### src/rtl/lb_baud_gen.sv
// lb_baud_gen: fractional NCO baud generator producing oversample, bit and mid-bit ticks
module lb_baud_gen #(
  parameter int CLK_HZ = 50_000_000,
  parameter int OVERSAMPLE = 16,
  parameter int ACC_W = 24
) (
  input  logic             clk,
  input  logic             rst,
  input  logic             enable,
  input  logic [3:0]       baud_sel,
  input  logic             use_custom,
  input  logic [ACC_W-1:0] custom_inc,
  input  logic             sync_clr,
  output logic             os_tick,
  output logic             bit_tick,
  output logic             mid_tick,
  output logic [ACC_W-1:0] inc_out
);
  localparam int CW = $clog2(OVERSAMPLE);
  function automatic logic [ACC_W-1:0] inc_of(input int i);
    logic [63:0] r, v;
    case (i)
      0:       r = 64'd300;
      1:       r = 64'd1200;
      2:       r = 64'd2400;
      3:       r = 64'd4800;
      5:       r = 64'd19200;
      6:       r = 64'd38400;
      7:       r = 64'd57600;
      8:       r = 64'd115200;
      9:       r = 64'd230400;
      10:      r = 64'd460800;
      11:      r = 64'd921600;
      default: r = 64'd9600;
    endcase
    v = (r * 64'(OVERSAMPLE) * (64'd1 << ACC_W) + 64'(CLK_HZ / 2)) / 64'(CLK_HZ);
    return v >= (64'd1 << ACC_W) ? {ACC_W{1'b1}} : v[ACC_W-1:0];
  endfunction
  localparam logic [ACC_W-1:0] INC_DEF = inc_of(4);
  logic [ACC_W-1:0] tab [16];
  logic [ACC_W-1:0] inc_q, inc_nxt, acc;
  logic [ACC_W:0]   sum;
  logic [CW-1:0]    os_cnt;
  for (genvar i = 0; i < 16; i++) begin : g_tab
    localparam logic [ACC_W-1:0] V = inc_of(i);
    assign tab[i] = V;
  end
  assign inc_nxt = use_custom ? custom_inc : tab[baud_sel];
  assign sum = {1'b0, acc} + {1'b0, inc_q};
  assign inc_out = inc_q;
  always_ff @(posedge clk) begin
    if (rst) begin
      inc_q <= INC_DEF;
      acc <= '0;
      os_cnt <= '0;
      os_tick <= 1'b0;
      bit_tick <= 1'b0;
      mid_tick <= 1'b0;
    end else begin
      os_tick <= 1'b0;
      bit_tick <= 1'b0;
      mid_tick <= 1'b0;
      if (inc_nxt != inc_q) begin
        inc_q <= inc_nxt;
        acc <= '0;
        os_cnt <= '0;
      end else if (sync_clr) begin
        acc <= '0;
        os_cnt <= '0;
      end else if (enable) begin
        acc <= sum[ACC_W-1:0];
        os_tick <= sum[ACC_W];
        bit_tick <= sum[ACC_W] && os_cnt == CW'(OVERSAMPLE - 1);
        mid_tick <= sum[ACC_W] && os_cnt == CW'(OVERSAMPLE / 2 - 1);
        if (sum[ACC_W]) os_cnt <= os_cnt == CW'(OVERSAMPLE - 1) ? '0 : os_cnt + 1'b1;
      end
    end
  end
endmodule

### config.mk
export PLATFORM = sky130hd
export DESIGN_NAME = lb_baud_gen
export DESIGN_NICKNAME = d
export VERILOG_FILES = /design/src/rtl/lb_baud_gen.sv
export SDC_FILE = /design/constraint.sdc
export NUM_CORES = 1
export LEC_CHECK = 0
export ABC_AREA = 1
export CAP_MARGIN = 20
export CORE_MARGIN = 8
export CORE_UTILIZATION = 45
export DETAILED_ROUTE_END_ITERATION = 10
export GPL_TIMING_DRIVEN = 0
export PLACE_DENSITY_LB_ADDON = 0.05
export SYNTH_ARGS = -nofsm -noshare
export SYNTH_HDL_FRONTEND = slang
export SYNTH_SLANG_ARGS = --single-unit
### constraint.sdc
create_clock -name clk -period 2.5 [get_ports clk]
set_input_delay 0.625 -clock clk [delete_from_list [all_inputs] [get_ports clk]]
set_output_delay 0.625 -clock clk [all_outputs]
set_load 0.03 [all_outputs]
# == Word-level counts from Yosys, hierarchy flattened ==
# Memories as Yosys holds them, arrays and structs flattened.
# Index checks and enable logic that the tools add are counted.
# Widths: inputs -> output; s select.
# op_classes
bitwise,2
n_mux,4
eq_ne,3
n_reduce_logical,5
magnitude_cmp,1
add_sub_neg,2
# ops
operator,n
$mux 24,3
$add 24x24->25,1
$ne 24x24->1,1
$ge 5x5->1 const B,1
$not 4->5,1
$add 4x1->4 const B,1
$eq 4x3->1 const B,1
$eq 4x4->1 const B,1
$mux 4,1
$reduce_or 4->1,1
$reduce_or 3->1,1
$logic_and 1x1->1,2
$reduce_and 2->1,1
$not 1->1,1
# totals
regBits,55
rom_bits,384
elab_cells,24
input_bits,33
mem_count,1
# memory_table
memory,words,word_bits,read_ports,rd_clocked_by_memory_dff,write_ports,line,rtl
(name not given),16,24,1,0,0,48,assign inc_nxt = use_custom ? custom_inc : tab[baud_sel];

# == Logic depth before layout (Yosys ltp) ==
# Gate-level depths: netlist (run 1).
# logic_depth
word_depth,7
mapped_depth,17

# == Worst setup path after synthesis (run 1) ==
# OpenSTA, ideal clock, no wires.
# synth_timing
path_kind,reg2reg
startpoint,register inc_q[0] (netlist: inc_out[0])
endpoint,register os_cnt[1]
arrival_time_ns,2.105
path_stages_with_launch,15
setup_slack_ns,0.333
synth_period_minus_slack_ns,2.167
cell_sequence,dfxtp_1 ha_1 fa_1 nand2_1 nand2_1 and2_1 nand2_1 nand2_1 nand2_1 nand3_1 nand2_1 inv_1 o21ai_0 inv_1 nor2_2
# synth_between
elab_chain_cells,2
elab_cells_between_ends,4
cone_classes,add/sub: 1; eq/ne: 1; reduce/logical: 2
# synth_rtl
item,line,rtl
start: declaration,41,"logic [ACC_W-1:0] inc_q, inc_nxt, acc;"
start signal: assignment,64,inc_q <= inc_nxt;
$add 24x24->25 / $ne 24x24->1 (equally long branches),"49, 63",
$reduce_and 2->1 (no source line) / $reduce_or 3->1 (equally long branches),n/a,
end signal: assignment,75,if (sum[ACC_W]) os_cnt <= os_cnt == CW'(OVERSAMPLE - 1) ? '0 : os_cnt + 1'b1;
end: declaration,43,logic [CW-1:0] os_cnt;
# Parallel ways exist; a longest one is shown, timed or not.
# A chain may end at the register's enable or synchronous reset.

# == Worst setup path in the final report (run 1) ==
# layout_timing
startpoint,input baud_sel[0]
endpoint,register acc[15]
# layout_between
elab_chain_cells,7
# layout_rtl
item,line,rtl
start: declaration,10,"input logic [3:0] baud_sel,"
$not 4->5 (not written as such),48,
$mem_v2 16x24,n/a,
$mux 24 (not written as such) (2 in a row),48,
$mux 24,48,
$ne 24x24->1,63,if (inc_nxt != inc_q) begin
$reduce_or 3->1 (no source line),n/a,
end signal: assignment,71,acc <= sum[ACC_W-1:0];
end: declaration,41,
# No other way between the ends. The select of a mux whose other input is x is not followed.

==> run metrics, run 1 <==
status=completed; worst clock skew=7.29 ps; initial core utilization=45.6%; Hold Fails Final Rpt=0; Clock Sinks=55; Post-CTS Hold Buffers=0; DRC viols=0; first-pass GRT wire length=21000 um; P_int=1450 uW; CTS Buffer Depth=2; Register-to-Register Path Depth=14; most common cell in the synthesized netlist=nand2_1; root buffer cell=clkbuf_8; final net count=830; hold slack=544 ps; dpl hpwl=10300 um; TritonCTS clock tree=yes; Lkg Pwr=0.00256 uW; core area=9590 um2; mapped cell area=4370 um2; clock share of power=30.7%; Switching Fraction=32.4%; register area share after synthesis=25.2%; syn nets=765; Setup-failing EPs final=0; Die Wd=115 um; largest net degree at the start of global routing=18; # fillers=1010; Final GP Congestion=0.918; layout cell share with drive strength beyond 1=11.2%; Reg-to-Reg Start=inc_out[0]; crit end category=flip-flop; Crit path required time=2770 ps; Die Height=115 um; grt total ovfl=0; I/O pin total=60; vias per cell=5.04; Ys Warns=0; Antenna diodes=0; Min-Delay Endpoint=acc[0]; Pwr Total=2150 uW; EDFF count, synth=0; latest clock arrival within the worst-skew pair=320 ps; worst slew pin tran=669 ps; post-CTS setup buffers=0; Std-Cell Rows=36; dominant cells by area after synthesis=dfxtp_1, nand2_1, ha_1; DRT iter0 DRCs=253; 1st-pass router iterations=4; Worst R2R Setup Slack=240 ps; Worst Setup Path Type=input pin to flip-flop; final max-slew violation count=0; Synth Instances=696; total CTS buffers=5; DRT antenna net count=0; Synth cell types=38; fmax=0.433 GHz; VDD IR max=0.247 mV; gr usage total=20.0%; predominant post-synthesis flop cell=dfxtp_1; Post-Syn Area per Cell=6.28 um2; Comb pwr share=25.4%; Routed WL per cell=14.4 um; Port Buffers=57; worst hold start=acc[0]; hold depth=2; reg2reg end=os_cnt[1]; CP max FO=10; period utilization=92.3%; Worst Setup Start Kind=input pin; clock slew seen by the registers of the worst setup and hold paths=110 ps; Yosys top cell area share=25.2%; initial antenna violation count=0; # H-tree levels=2; ys async rst share=0%; Routed WL=12900 um; vias in the first global route=4385; Period minus WS final=2310 ps; Max-Cap Viols=0; top post-synthesis cells by count=nand2_1, inv_1, nor2_1; Die ar.=13100 um2; Vias=4514; Worst EP arrival=2570 ps; Synth area leader=dfxtp_1; pwr/cell area=405 nW/um2; Hold Path Class=flip-flop to flip-flop; switching pwr=696 uW; RSZ-0062 raised after global routing=no; max_slew headroom=55.4%; sequential fraction of design power=43.9%; Yosys reg bits=55; Area Overhead vs Synth=21.3%
how the worst max path moves through the flow:
stage                startpoint        end  slack [ps]  cells after the start
floorplan            inc_out[0]  os_cnt[1]         330                     14
global placement    baud_sel[0]  os_cnt[0]        -820                     17
detailed placement  baud_sel[0]  os_cnt[3]        -810                     17
CTS                 baud_sel[2]    acc[10]           9                     17
global route        baud_sel[0]     acc[8]           9                     16
finish              baud_sel[0]    acc[15]         190                     16
sequential cells by signal, summed over array words and instances, names as in the netlist:
| signal | cells |
|---|---|
| inc_out | 24 |
| os_tick | 1 |
| acc | 24 |
| mid_tick | 1 |
| os_cnt | 4 |
| bit_tick | 1 |
worst max-delay path, cell delays in order:
cell and delay, ps:
clkbuf_4 160, inv_2 140, ha_2 240, nand2_1 100
nand2_1 120, nand2_1 80, nand2_1 60, nand2_1 40
nor2_1 150, nand2_1 100, nor2_1 90, nand2_1 90
nor2_4 180, nand3_4 120, buf_12 170, nor2_2 100
area by class of cell:
class | instances | area, um2 | share of cell area (%)
multi-input cells | 545 | 2900 | 54.7
flip-flops and latches | 55 | 1100 | 20.8
repair buffers | 58 | 563 | 10.6
inverters | 77 | 289 | 5.45
well taps | 133 | 166 | 3.14
plain buffers | 19 | 159 | 3.00
clock buffers | 6 | 82.6 | 1.56
clock inverters | 2 | 38.8 | 0.731
through the flow:
stage	util, %	setup WS [ps]	std cells	area [um2]	setup TNS, ps
floorplan	-	333	696	4370	0
global placement	53.2	-817	886	5110	-23800
detailed placement	53.2	-808	886	5110	-23530
CTS	54.6	9.05	894	5240	0
global route	55.3	9.41	895	5300	0
finish	55.3	192	895	5300	0
routing by layer:
| metal | global-route usage (%) | up-vias | part of all wire [%] |
|---|---|---|---|
| met4 | 5.15 | 0 | 1.6 |
| li1 | - | 2370 | - |
| met3 | 3.32 | 16 | 3.5 |
| met2 | 34.2 | 79 | 47 |
| met5 | 0 | - | 0 |
| met1 | 25.4 | 2049 | 48 |
cells by family after synthesis:
family / count (synthesis) / share of synthesized area (%)
buf+inv: 96 / 9.67
flops: 55 / 25.2
simple gates: 407 / 41.3
mux: 3 / 0.687
xor+xnor: 7 / 1.40
compound gates: 92 / 11.3
fa+ha+maj: 36 / 10.5
placed cells by master (no fill, tap or decap), types with 11 or more instances in the layout:
| cell type | instances |
|---|---|
| dfxtp_1 | 55 |
| o21ai_0 | 32 |
| inv_1 | 71 |
| nand3b_1 | 11 |
| or2_2 | 16 |
| ha_1 | 32 |
| nand2_1 | 212 |
| nand3_1 | 40 |
| nor2_1 | 72 |
| nor2_2 | 21 |
| nand4_1 | 14 |
| clkdlybuf4s50_1 | 53 |
| a21oi_1 | 41 |
power by group through the flow:
stage,combinational (uW),sequential [uW],clock (uW)
final,546,942,660
after global placement,532,962,0
after CTS,537,942,673
after global routing,610,946,703
after floorplan,298,997,0
after detailed placement,535,962,0
what timing repair did:
action	CTS	global route
gates resized for setup	10	29
pin swaps	0	4
endpoints found under the setup margin	31	31
cloned	0	1
Power figures use the tool's default switching activity.
==> inputs of run 2 (changes only) <==
GPL_ROUTABILITY_DRIVEN = 0   (was unset)
==> run 2 against run 1 <==
Wire length down 2.3%. Sequential power about the same. Cell count grew 0.11%. Die area is the same.
==> run metrics, run 2 (synthesis gave the netlist of run 1 again) <==
status=completed; period utilization=92.7%; DRT antenna net count=0; VDD IR max=0.286 mV; leading cell type in the layout, fill and taps excluded=nand2_1; Vias=4562; Antenna diodes=0; Std-Cell Rows=36; Routed WL per cell=14.1 um; Die ar.=13100 um2; Hold Fails Final Rpt=0; Die Wd=115 um; Post-CTS Hold Buffers=0; total CTS buffers=5; grt total ovfl=0; Area Overhead vs Synth=20.3%; Register-to-Register Path Depth=14; latest clock arrival within the worst-skew pair=320 ps; fmax=0.431 GHz; crit end category=flip-flop; CP startpoint=baud_sel[2]; Crit path required time=2760 ps; Max-Cap Viols=0; # H-tree levels=2; placed insts=886; Worst EP arrival=2580 ps; Port Buffers=57; gr usage total=20.1%; dpl ws=-854 ps; I/O pin total=60; first-pass GRT wire length=21100 um; CTS Buffer Depth=2; DRT iter0 DRCs=210; root buffer cell=clkbuf_8; Lkg Pwr=0.00253 uW; worst clock skew=6.14 ps; Reg-to-Reg Start=inc_out[0]; most frequent cells in the layout=nand2_1, nor2_1, inv_1; core area=9590 um2; Pwr Total=2020 uW; Non-Filler Instances=896; final net count=831; Worst Setup Start Kind=input pin; worst slew pin tran=700 ps; max_slew headroom=53.3%; reg2reg end=os_cnt[1]; Routed WL=12600 um; CP endpoint=os_cnt[0]; TritonCTS clock tree=yes; pwr/cell area=384 nW/um2; Worst R2R Setup Slack=270 ps; 1st-pass router iterations=4; final worst setup slack=182 ps; Worst Setup Path Type=input pin to flip-flop; Setup-failing EPs final=0; initial core utilization=45.6%; Period minus WS final=2320 ps; Final Util=54.8%; final max-slew violation count=0; initial antenna violation count=0; Hold Path Class=flip-flop to flip-flop; CP max FO=11; dpl hpwl=10200 um; RSZ-0062 raised after global routing=no; Die Height=115 um; DRC viols=0; vias in the first global route=4456; clock slew seen by the registers of the worst setup and hold paths=110 ps; vias per cell=5.09; hold slack=549 ps; largest net degree at the start of global routing=19; Clock Sinks=55; layout cell share with drive strength beyond 1=11.0%
[run 2: worst max-delay path, stage by stage]
cell	delay, ps
clkbuf_2	180
inv_2	90
buf_6	150
ha_1	270
inv_1	30
nand2_1	60
nand3_1	80
nand2_1	110
nor2_1	50
a21oi_1	140
nand2_1	60
nor2_1	110
nand2_1	90
nor2_4	150
buf_6	170
nand4_2	100
nor2_1	110
[run 2: what timing repair did]
item / 4_1_cts / 5_1_grt
cloned: 0 / 1
resized for setup: 13 / 20
setup buffers: 0 / 1
pin swaps: 0 / 2
setup endpoints to repair: 31 / 31
[run 2: worst min path at each step]
| stage | to | slack, ps | cells past startpoint | from |
|---|---|---|---|---|
| floorplan | acc[0] | 500 | 2 | acc[0] |
| global placement | acc[0] | 510 | 2 | acc[0] |
| detailed placement | acc[0] | 520 | 2 | acc[0] |
| CTS | acc[0] | 550 | 2 | acc[0] |
| global route | acc[11] | 590 | 4 | acc[11] |
| finish | acc[0] | 550 | 2 | acc[0] |
[run 2: final cells by class]
| type | count | area [um2] |
|---|---|---|
| plain buffers | 19 | 145 |
| clock buffers | 5 | 68.8 |
| clock inverters | 3 | 23.8 |
| fillers | 1027 | 4330 |
| inverters | 77 | 289 |
| multi-input cells | 545 | 2900 |
| flip-flops and latches | 55 | 1100 |
| well taps | 133 | 166 |
| repair buffers | 59 | 568 |
[run 2: power breakdown]
group	total, uW	switching, uW	internal, uW
Clock	533	331	202
Combinational	543	325	218
Sequential	942	39.5	902
Total	2020	695	1320
[run 2: per-stage QoR]
| step | TNS, ps | cell area [um2] |
|---|---|---|
| floorplan | 0 | 4370 |
| global placement | -24410 | 5110 |
| detailed placement | -24870 | 5110 |
| CTS | 0 | 5220 |
| global route | 0 | 5260 |
| finish | 0 | 5260 |
[run 2: layer usage]
| layer | global-route usage [%] | up-vias | routed length (um) |
|---|---|---|---|
| met4 | 6.03 | 0 | 233 |
| met3 | 3.74 | 16 | 596 |
| met2 | 34.2 | 115 | 5900 |
| met1 | 25.0 | 2047 | 5860 |
| li1 | - | 2384 | - |
| met5 | 0 | - | 0 |
